==> src/rtl/async_to_sync_mux.sv <==
// async_to_sync_mux
//
// Merges NUM_CH asynchronous req/ack channels onto one clocked valid/ready
// stream. Each channel uses either the 4-phase (return-to-zero) or the
// 2-phase (transition) protocol, chosen for all channels by PHASE_MODE. A
// round-robin arbiter picks one pending channel per cycle whenever the output
// register is free, and the word is tagged with its source channel.
//
// Ports:
//   clock          system clock
//   reset          synchronous, active-high reset
//   async_req      per-channel request, asynchronous to clock
//   async_ack      per-channel acknowledge, registered
//   async_d        channel data; channel c at [c*DATA_WIDTH +: DATA_WIDTH]
//   sync_valid     output word valid
//   sync_ready     downstream accepts the word when valid & ready
//   sync_d         output data
//   sync_ch        source channel of sync_d
//   async_pending  channel is waiting for a grant (status)
//
// Per-channel states:
//   state       | meaning
//   ST_IDLE     | no request seen; waiting for req_s (4-ph) or req_s != ack (2-ph)
//   ST_PEND     | request seen, waiting for the arbiter to grant the output
//   ST_WAIT_LOW | 4-phase only: word captured, ack high, waiting for req_s low

module async_to_sync_mux #(
    parameter int DATA_WIDTH = 8,
    parameter int NUM_CH     = 2,
    parameter int SYNC_STAGE = 2,
    parameter int PHASE_MODE = 0,
    parameter int CH_W       = (NUM_CH > 1) ? $clog2(NUM_CH) : 1
) (
    input  logic                         clock,
    input  logic                         reset,
    input  logic [NUM_CH-1:0]            async_req,
    output logic [NUM_CH-1:0]            async_ack,
    input  logic [NUM_CH*DATA_WIDTH-1:0] async_d,
    output logic                         sync_valid,
    input  logic                         sync_ready,
    output logic [DATA_WIDTH-1:0]        sync_d,
    output logic [CH_W-1:0]              sync_ch,
    output logic [NUM_CH-1:0]            async_pending
);

    typedef enum logic [1:0] {
        ST_IDLE     = 2'd0,
        ST_PEND     = 2'd1,
        ST_WAIT_LOW = 2'd2
    } ch_state_t;

    logic [SYNC_STAGE-1:0] sync_q  [NUM_CH];
    logic [DATA_WIDTH-1:0] ch_data [NUM_CH];
    ch_state_t             state_q [NUM_CH];
    ch_state_t             state_d [NUM_CH];

    logic [NUM_CH-1:0] req_s;
    logic [NUM_CH-1:0] pend;
    logic [NUM_CH-1:0] ack_q;
    logic [NUM_CH-1:0] ack_d;
    logic [CH_W-1:0]   last_grant;
    logic [CH_W-1:0]   gnt_idx;
    logic              gnt_found;
    logic              out_free;
    logic              grant;

    // Request synchronizers. Data is deliberately not synchronized: the
    // sender keeps it stable until it sees the ack, and it is only sampled
    // at grant, which is always after req_s has been seen.
    always_ff @(posedge clock) begin
        for (int c = 0; c < NUM_CH; c++) begin
            if (reset) begin
                sync_q[c] <= '0;
            end else begin
                sync_q[c][0] <= async_req[c];
                for (int k = 1; k < SYNC_STAGE; k++) begin
                    sync_q[c][k] <= sync_q[c][k-1];
                end
            end
        end
    end

    for (genvar c = 0; c < NUM_CH; c++) begin : g_ch
        assign req_s[c]   = sync_q[c][SYNC_STAGE-1];
        assign pend[c]    = (state_q[c] == ST_PEND);
        assign ch_data[c] = async_d[c*DATA_WIDTH +: DATA_WIDTH];
    end

    // The output register can take a new word when empty or when its
    // current word leaves this cycle, which gives back-to-back throughput.
    assign out_free = !sync_valid || sync_ready;

    // Round-robin search starting one past the last granted channel.
    always_comb begin
        int cand;
        gnt_found = 1'b0;
        gnt_idx   = '0;
        cand      = 0;
        for (int i = 0; i < NUM_CH; i++) begin
            cand = (int'(last_grant) + 1 + i) % NUM_CH;
            if (!gnt_found && pend[CH_W'(cand)]) begin
                gnt_found = 1'b1;
                gnt_idx   = CH_W'(cand);
            end
        end
    end

    assign grant = out_free && gnt_found;

    always_ff @(posedge clock) begin
        if (reset) begin
            for (int c = 0; c < NUM_CH; c++) begin
                state_q[c] <= ST_IDLE;
            end
            ack_q <= '0;
        end else begin
            for (int c = 0; c < NUM_CH; c++) begin
                state_q[c] <= state_d[c];
            end
            ack_q <= ack_d;
        end
    end

    always_comb begin
        logic chan_gnt;
        ack_d    = ack_q;
        chan_gnt = 1'b0;
        for (int c = 0; c < NUM_CH; c++) begin
            state_d[c] = state_q[c];
            chan_gnt   = grant && (gnt_idx == CH_W'(c));
            case (state_q[c])
                ST_IDLE: begin
                    // 2-phase: a request is any difference between the
                    // synchronized req level and our own ack level.
                    if ((PHASE_MODE == 0) ? req_s[c] : (req_s[c] != ack_q[c])) begin
                        state_d[c] = ST_PEND;
                    end
                end
                ST_PEND: begin
                    if (chan_gnt) begin
                        if (PHASE_MODE == 0) begin
                            state_d[c] = ST_WAIT_LOW;
                            ack_d[c]   = 1'b1;
                        end else begin
                            state_d[c] = ST_IDLE;
                            ack_d[c]   = ~ack_q[c];
                        end
                    end
                end
                ST_WAIT_LOW: begin
                    // A stale high req_s here never re-enters PEND, so one
                    // 4-phase handshake yields exactly one word.
                    if (!req_s[c]) begin
                        state_d[c] = ST_IDLE;
                        ack_d[c]   = 1'b0;
                    end
                end
                default: begin
                    state_d[c] = ST_IDLE;
                end
            endcase
        end
    end

    always_ff @(posedge clock) begin
        if (reset) begin
            sync_valid <= 1'b0;
            sync_d     <= '0;
            sync_ch    <= '0;
            last_grant <= CH_W'(NUM_CH - 1);
        end else if (grant) begin
            sync_valid <= 1'b1;
            sync_d     <= ch_data[gnt_idx];
            sync_ch    <= gnt_idx;
            last_grant <= gnt_idx;
        end else if (sync_ready) begin
            sync_valid <= 1'b0;
        end
    end

    assign async_ack     = ack_q;
    assign async_pending = pend;

endmodule

==> config.mk <==
export PLATFORM = sky130hd
export DESIGN_NAME = async_to_sync_mux
export DESIGN_NICKNAME = d
export VERILOG_FILES = /design/src/rtl/async_to_sync_mux.sv
export SDC_FILE = /design/constraint.sdc
export NUM_CORES = 1
export LEC_CHECK = 0
export ABC_AREA = 1
export BUFFER_PORTS_ARGS = -buffer_cell sky130_fd_sc_hd__buf_2
export CAP_MARGIN = 20
export CORE_UTILIZATION = 45
export DETAILED_ROUTE_END_ITERATION = 8
export PLACE_DENSITY = 0.78
export SLEW_MARGIN = 15
export SYNTH_ARGS = -nofsm -noshare
export SYNTH_HDL_FRONTEND = slang
export SYNTH_SLANG_ARGS = --single-unit
==> constraint.sdc <==
create_clock -name clock -period 1.4 [get_ports clock]
set_input_delay 0.28 -clock clock [delete_from_list [all_inputs] [get_ports clock]]
set_output_delay 0.28 -clock clock [all_outputs]
set_load 0.005 [all_outputs]
==> impl.org, run 1 <==
** Status
- The run finished with clean final reports.

** GRT
- Entering global routing, the biggest net connects 19 pins.
- The first global-routing pass estimated 3590 microns of wire.
- Vias in the first global route :: about 900
- Overflow left after global routing :: 0
- The initial antenna violation count came to 0.
- Total Routing Usage GR :: 18.7%

** Floorplan
- Measured along the y axis, the die boundary spans 50.1 microns.
- The floorplan step set the die width to roughly 50 microns.
- Once the floorplan was initialized, standard cells occupied 47.6% of the core.
- In this run the standard cell core region covers between 2000 and 2500 sq um.
- In this run the core area contains 17 standard-cell rows.
- For this design the top-level I/O count stands at 35.
- Die Outline Area :: 2510 sq um

** STA
- Worst-case headroom to the max-slew limit :: 78.8%
- Setup repair after global routing could not meet its margin everywhere.
- Final setup violating endpoints :: 0
- Worst-case hold slack :: between 150 and 200 ps
- The number of hold violations in the final report was 0.
- Worst-Margin Slew :: 318 ps
- Once routing completed, OpenROAD measured the worst setup slack at 41.4 ps.
- Portion of the clock cycle consumed by the worst path in the final layout :: a little over nine tenths
- On the final layout, the worst clock skew is 3.22 ps.
- Period minus WS final :: 1360 ps
- Highest clock frequency the design can meet :: ~0.74 GHz
- The total count of max-transition violations in the final report is 0.

** Worst setup path
- The most critical setup path has its startpoint at state_q[0][3].
- WP data arrival :: 1080 ps
- Critical Path Slowest Stage Cell :: sky130_fd_sc_hd__dfxtp_2
- In this run the worst setup path terminates at async_pending[1].
- The worst setup path is launched from a register.
- Crit path depth :: 3
- At the worst endpoint, the required time is approximately 1100 ps.
- The largest single stage delay on the critical path is 350 ps.
- Peak fanout along the critical path :: 3
- Sequence of cells on the critical path :: inv_1 -> ha_2 -> buf_2
- The setup path with the least slack is of type reg2out.
- Minimum setup slack among reg-to-reg paths :: 50 ps
- The endpoint identified for the worst register-to-register timing path is state_q[0][1].
- The worst setup path is captured at an output pin.
- Worst-case reg-to-reg path depth :: 8
- The startpoint identified for the worst register-to-register timing path is state_q[0][0].
- Together, buffers and inverters on the worst path number 2.
- Family with the most delay on the worst path :: flip-flops

** Routing
- Routed vias :: approximately 970
- Detailed-route wire length per cell :: 10.5 microns
- Count of unresolved DRC violations after routing :: 0
- The detailed router finished its first iteration with 10 violations.
- Once detail routing completed, the nets flagged for antenna violations numbered 0.
- The routed design has 2120 microns of wire.
- Via-per-instance ratio :: between 4 and 5
- Number of iterations in the first detailed-routing pass :: 6

** Layout
- In the final layout, flip-flops and latches occupy between 400 and 500 sq um.
- Area Overhead vs Synth :: 23.8%
- Ratio of cells with drive above 1 in the final layout :: 31.6%
- Antenna diode count :: 0
- Cell Count, Final, Fillers Out :: 202
- The library cell used most frequently in the layout, excluding fill and tap cells, is sky130_fd_sc_hd__buf_2.
- After routing the design area is 1290 sq um.
- Nets :: around 210
- The top cell types in the final layout, fill and taps aside, are 34 x sky130_fd_sc_hd__buf_2, 25 x sky130_fd_sc_hd__nand2_1, 24 x sky130_fd_sc_hd__inv_1, 22 x sky130_fd_sc_hd__a21oi_1, 17 x sky130_fd_sc_hd__dfxtp_1.
- In the final layout, the multi-input gates occupy 522 sq um.
- After filler insertion, the fill cell instance count of the layout stands at 208.

** Placement
- Placed cell areas :: 1210 sq um
- DP Wirelength :: around 1500 microns
- At the end of routability-driven placement, the weighted congestion stood at 0.785.
- In this run, placement finished with an instance count of a little under 200.
- During placement, the flow inserted port buffers numbering 34.
- Setup slack at placement :: -8.81 ps

** Flow run
- Maxcap violations :: 0

** Power and ir drop
- Cell Pwr Density :: roughly 1400 nW/um^2
- Maximum vdd ir drop :: 0.000825 V
- Power after layout :: 1.84 mW
- Static leakage power :: 0.617 nW

** CTS
- In this run the number of H-tree levels came out at 1.
- Clock tree synthesis inserted a total of 3 buffers.
- Number of clock sinks seen by CTS :: 21
- TritonCTS built the clock tree.
- The tree is rooted in a sky130_fd_sc_hd__clkbuf_4.
- Number of buffers on the longest clock path :: 2
- Clk_lat worst skew :: ~300 ps
- Clock slew at the register clock pins of the worst setup and hold paths :: 110 ps

** Synth
- Summing the sequential cell areas from Yosys gives 40.3% of the chip area.
- Net count of the mapped netlist :: 170
- For this run, the number of Yosys warnings is 0.
- By area the synthesized netlist is led by sky130_fd_sc_hd__dfxtp_1 40%, sky130_fd_sc_hd__ha_1 11%, sky130_fd_sc_hd__a21oi_1 11%.
- Number of distinct library cells after synthesis :: 18
- Number of storage elements in the synthesis netlist :: 21
- After technology mapping, the gate count stands at 140.
- Leading area contributor after synthesis :: sky130_fd_sc_hd__dfxtp_1
- In this run the cell area of the synthesized design comes to 1040 sq um.
- In this run the biggest area consumer among cell types represents between 40% and 50% of the synthesized area.
- Average cell area after synthesis :: 7.44 sq um

** Hold path
- Type of the worst min-delay path :: in2reg
-- flip-flops by register name, summed over array words and instances (netlist names) --
name,flops
sync_ch,1
async_ack,2
sync_d,8
last_grant,1
sync_valid,1
sync_q,4
state_q,4
-- worst register-to-register path, delay by kind of cell (launching register included) --
kind | cells | cell delay, ps
simple gates | 3 | 240
fa+ha+maj | 1 | 230
flops | 1 | 410
buf+inv | 2 | 160
compound gates | 2 | 190
-- cell usage after synthesis (all sizes together) --
| cell | instances |
|---|---|
| dfxtp | 21 |
| inv | 25 |
| or2 | 1 |
| ha | 9 |
| a21oi | 22 |
| nand2 | 28 |
| clkbuf | 1 |
| buf | 5 |
| nor2 | 8 |
| nand4 | 1 |
| nand3 | 9 |
| o21ai | 10 |
-- layer usage --
metal,vias up,share of wire [%],wire (microns),track usage [%]
met5,-,0,0,0
met2,23,53,1130,33.6
met3,2,4.3,92,5.56
met1,439,42,883,20.6
met4,0,0.52,11,5.71
li1,503,-,-,-
-- through the flow --
step | setup TNS (ps) | utilization (%)
after floorplan | 0 | -
after global placement | 0 | 55.3
after detailed placement | -20.0 | 55.3
after CTS | -230 | 56.7
after global routing | -111 | 58.9
final | 0 | 58.9
-- logic make-up (layout without fill, tap and decap cells) --
group / after synthesis / count (layout) / synth area share (%)
compound gates: 32 / 32 / 15.4
fa+ha+maj: 9 / 9 / 10.8
buf+inv: 31 / 65 / 13.1
flops: 21 / 21 / 40.3
simple gates: 47 / 47 / 20.4
-- cell type report --
type	instances	area share, %
sequential	21	33.2
timing repair buffer	36	14.4
tap	28	2.72
clock buffer	4	2.04
multi-input combinational	88	40.4
inverter	25	7.27
-- where the power goes --
group | internal (mW) | switching (mW)
combinational | 0.325 | 0.416
sequential | 0.724 | 0.0855
clock | 0.111 | 0.174
-- worst min-delay path by stage --
| stage | from | endpoint | slack (ps) | cells past startpoint |
|---|---|---|---|---|
| 2_1_floorplan | async_req[0] | sync_q[0][0] | 390 | 2 |
| 3_3_place_gp | sync_q[0][0] | sync_q[0][1] | 390 | 2 |
| 3_5_place_dp | sync_q[1][0] | sync_q[1][1] | 400 | 2 |
| 4_1_cts | async_req[1] | sync_q[1][0] | 160 | 3 |
| 5_1_grt | async_req[1] | sync_q[1][0] | 170 | 3 |
| 6_report | async_req[1] | sync_q[1][0] | 170 | 3 |
-- repair_timing --
action | 4_1_cts | 5_1_grt
hold buffers | 0 | 0
endpoints found under the hold margin | 0 | 0
pin swaps | 0 | 0
gates resized for setup | 3 | 12
setup buffers | 0 | 1
setup endpoints to repair | 13 | 16
Power figures use the tool's default switching activity.
==> run 2, diff against run 1 <==
==> constraint.sdc (replaced) <==
create_clock -name clock -period 1.4 [get_ports clock]
set_input_delay 0.14 -clock clock [delete_from_list [all_inputs] [get_ports clock]]
set_output_delay 0.14 -clock clock [all_outputs]
set_load 0.005 [all_outputs]
==> run 2 against run 1 <==
Against the previous run: clock-buffer cell count stayed put; wire length is 1.1% lower; hold slack worse by 150 ps; worst setup slack better by 30 ps; via count is 0.10% lower; fmax is 2.2% higher; clock skew is 7.8 ps higher; largest power group unchanged; non-clock buffer count is 1 lower; utilization is 0.69 points lower; sequential power is 1% lower.
==> impl.org, run 2 (same netlist as run 1, synthesis figures left out) <==
** STA
- The worst path uses 94.9% of the clock period.
- For the final database, setup skew stands at 11.0 ps.
- Final Hold Violating Endpoints :: 0
- Highest clock frequency the design can meet :: 0.752 GHz
- Summed over all failing endpoints, the final setup total negative slack is 0 ps.
- Worst-Margin Slew :: 355 ps
- Number of pins exceeding their max-slew limit in the final report :: 0
- RSZ-0062 raised after global routing :: true
- The worst path needs ~1300 ps of the cycle, external delays included.
- Worst-case headroom to the max-slew limit :: 76.4%
- Final setup violating endpoints :: 0

** Power and ir drop
- In this run, the combinational gates consume around two fifths of the power.
- The design draws 1.84 mW.
- The analysis attributes to cell leakage a power of 0.616 nW.
- Seq pwr share :: 43.5%
- In this run switching power makes up roughly 37% of total power.
- Internal power comes to 1.16 mW.
- Cell Pwr Density :: 1450 nW/um^2
- IR analysis of the VDD net gives a maximum drop of 0.000754 V.
- Sw power :: 687 uW
- Per report_power, the clock group accounts for 16.2% of the total.

** Floorplan
- Io pins :: 35
- After floorplanning, the core was divided into 17 placement rows.
- The floorplan step set the die width to roughly 50 microns.
- Chip height :: between 50 and 60 microns
- The region available for standard cell placement spans 2190 sq um.
- Initial cell density of the core :: a little under half
- Die Outline Area :: 2510 sq um

** Worst setup path
- Peak fanout along the critical path :: 3
- The worst register-to-register path has a setup slack of 70 ps.
- RR Startpoint :: state_q[0][2]
- In this run the critical register-to-register path is captured at state_q[0][2].
- The worst setup path is launched from a register.
- The worst setup path is captured at a register.
- The critical path is of the reg2reg type.
- Worst EP required :: around 1600 ps
- Worst-case reg-to-reg path depth :: 7
- WP data arrival :: about 1500 ps

** Routing
- After detailed routing, the number of remaining DRC violations is 0.
- In this run the remaining antenna-violating nets after routing total 0.
- Routed vias :: just under 1000
- Via-per-instance ratio :: 4.81
- Number of iterations in the first detailed-routing pass :: 4
- Total length of routed wires :: 2090 microns
- After detailed routing, the average wire length per cell comes to 10.4 microns.
- For this block, the initial DRC count from the detailed router was 28.

** Layout
- The register with the most flip-flops in the layout has 8 of them.
- Nets :: 204
- Final standard cell utilization of the core :: 58.2%
- Largest registers :: sync_d (8), state_q (4), sync_q (4)
- The top cell types in the final layout, fill and taps aside, are 34 x sky130_fd_sc_hd__buf_2, 25 x sky130_fd_sc_hd__nand2_1, 24 x sky130_fd_sc_hd__inv_1, 22 x sky130_fd_sc_hd__a21oi_1, 17 x sky130_fd_sc_hd__dfxtp_1.
- Filler cells :: 201
- Antenna diode count :: 0
- Finished Cell Area :: 1270 sq um
- Cells with a size suffix above 1 make up between 30% and 40% of the layout.
- Relative to the synthesized area, the layout overhead comes to 22.3%.
- The library cell used most frequently in the layout, excluding fill and tap cells, is sky130_fd_sc_hd__buf_2.
- Counting flops per register, the top entry is sync_d.
- Cell Count, Final, Fillers Out :: 201

** Placement
- Final estimated routing congestion in global placement :: ~0.77
- DP Wirelength :: 1470 microns
- In this run, placement finished with an instance count of ~200.
- Summing all placed instances gives a cell area of 1200 sq um.
- Buffers added on ports :: 34

** Hold path
- Startpoint of the most critical hold path :: async_req[0]
- Type of the worst min-delay path :: in2reg
- Along the worst hold path, the cell count comes to 3.
- For hold timing, the worst endpoint is sync_q[0][0].

** CTS
- TritonCTS built the clock tree.
- Clk_lat worst skew :: 310 ps
- The clock net in this run drives a total of 21 sinks.
- Buffers inserted to repair hold after CTS numbered 0.
- Counting along the longest clock path gives a buffer depth of 2.
- In this run, CTS created clock tree buffers numbering 3.
- Clock-pin slew was measured on the worst setup and hold paths at 110 ps.
- CTS placed an instance of sky130_fd_sc_hd__clkbuf_4 at the clock tree root.
- H-Tree Depth :: 1

** GRT
- The initial antenna violation count came to 0.
- Vias in the first global route :: 858
- Global routing finished with a remaining overflow of 0.
- Entering global routing, the biggest net connects 20 pins.
- The first global-routing pass estimated 3500 microns of wire.
- Total Routing Usage GR :: 18.5%

** Status
- Status :: complete, no violations

** Flow run
- Across the run, the number of max-cap violations was 0.
## run 2: how the worst max path moves through the flow
| stage | from | to | cells after the start |
|---|---|---|---|
| after floorplan | state_q[0][2] | state_q[0][2] | 7 |
| after global placement | state_q[0][3] | state_q[0][2] | 7 |
| after detailed placement | state_q[0][1] | sync_d[2] | 6 |
| after CTS | state_q[0][3] | state_q[0][2] | 7 |
| after global routing | state_q[0][3] | state_q[0][2] | 7 |
| final | state_q[0][2] | state_q[0][2] | 7 |
## run 2: metrics by stage
stage | setup WS, ps | hold slack, ps
2_1_floorplan | 109 | 247
3_3_place_gp | 55.9 | 340
3_5_place_dp | -0.628 | 348
4_1_cts | 9.02 | 16.5
5_1_grt | -44.4 | 20.9
6_report | 71.0 | 23.7
## run 2: power groups by stage
stage | sequential, mW | clock, mW | combinational [mW]
floorplan | 0.799 | 0 | 0.505
global placement | 0.792 | 0 | 0.649
detailed placement | 0.797 | 0 | 0.671
CTS | 0.791 | 0.308 | 0.702
global route | 0.819 | 0.326 | 0.844
finish | 0.802 | 0.299 | 0.743
## run 2: layout make-up
type,count,area (sq um),area share (%)
well taps,28,35.0,2.75
repair buffers,35,178,13.9
flip-flops and latches,21,428,33.6
clock buffers,4,26.3,2.06
multi-input cells,88,512,40.1
inverters,25,96.3,7.56
## run 2: critical path, cell delays in order, from the launching register on
cell,delay [ps]
sky130_fd_sc_hd__dfxtp_2,350
sky130_fd_sc_hd__inv_1,80
sky130_fd_sc_hd__ha_1,200
sky130_fd_sc_hd__or2_2,300
sky130_fd_sc_hd__o21ai_2,80
sky130_fd_sc_hd__nand2_1,90
sky130_fd_sc_hd__nand2_1,60
sky130_fd_sc_hd__a21oi_1,50
## run 2: metal layers
metal | part of all wire [%] | wire length, microns | vias to the layer above | global-route usage [%]
li1 | - | - | 504 | -
met1 | 45 | 936 | 429 | 22.6
met2 | 48 | 1010 | 28 | 30.9
met3 | 4.2 | 87 | 5 | 2.78
met4 | 2.6 | 55 | 0 | 10.0
met5 | 0 | 0 | - | 0
## run 2: timing repair
item                                    CTS  global route
endpoints found under the setup margin    5            15
setup buffers                             0             1
gates resized for setup                   6             8
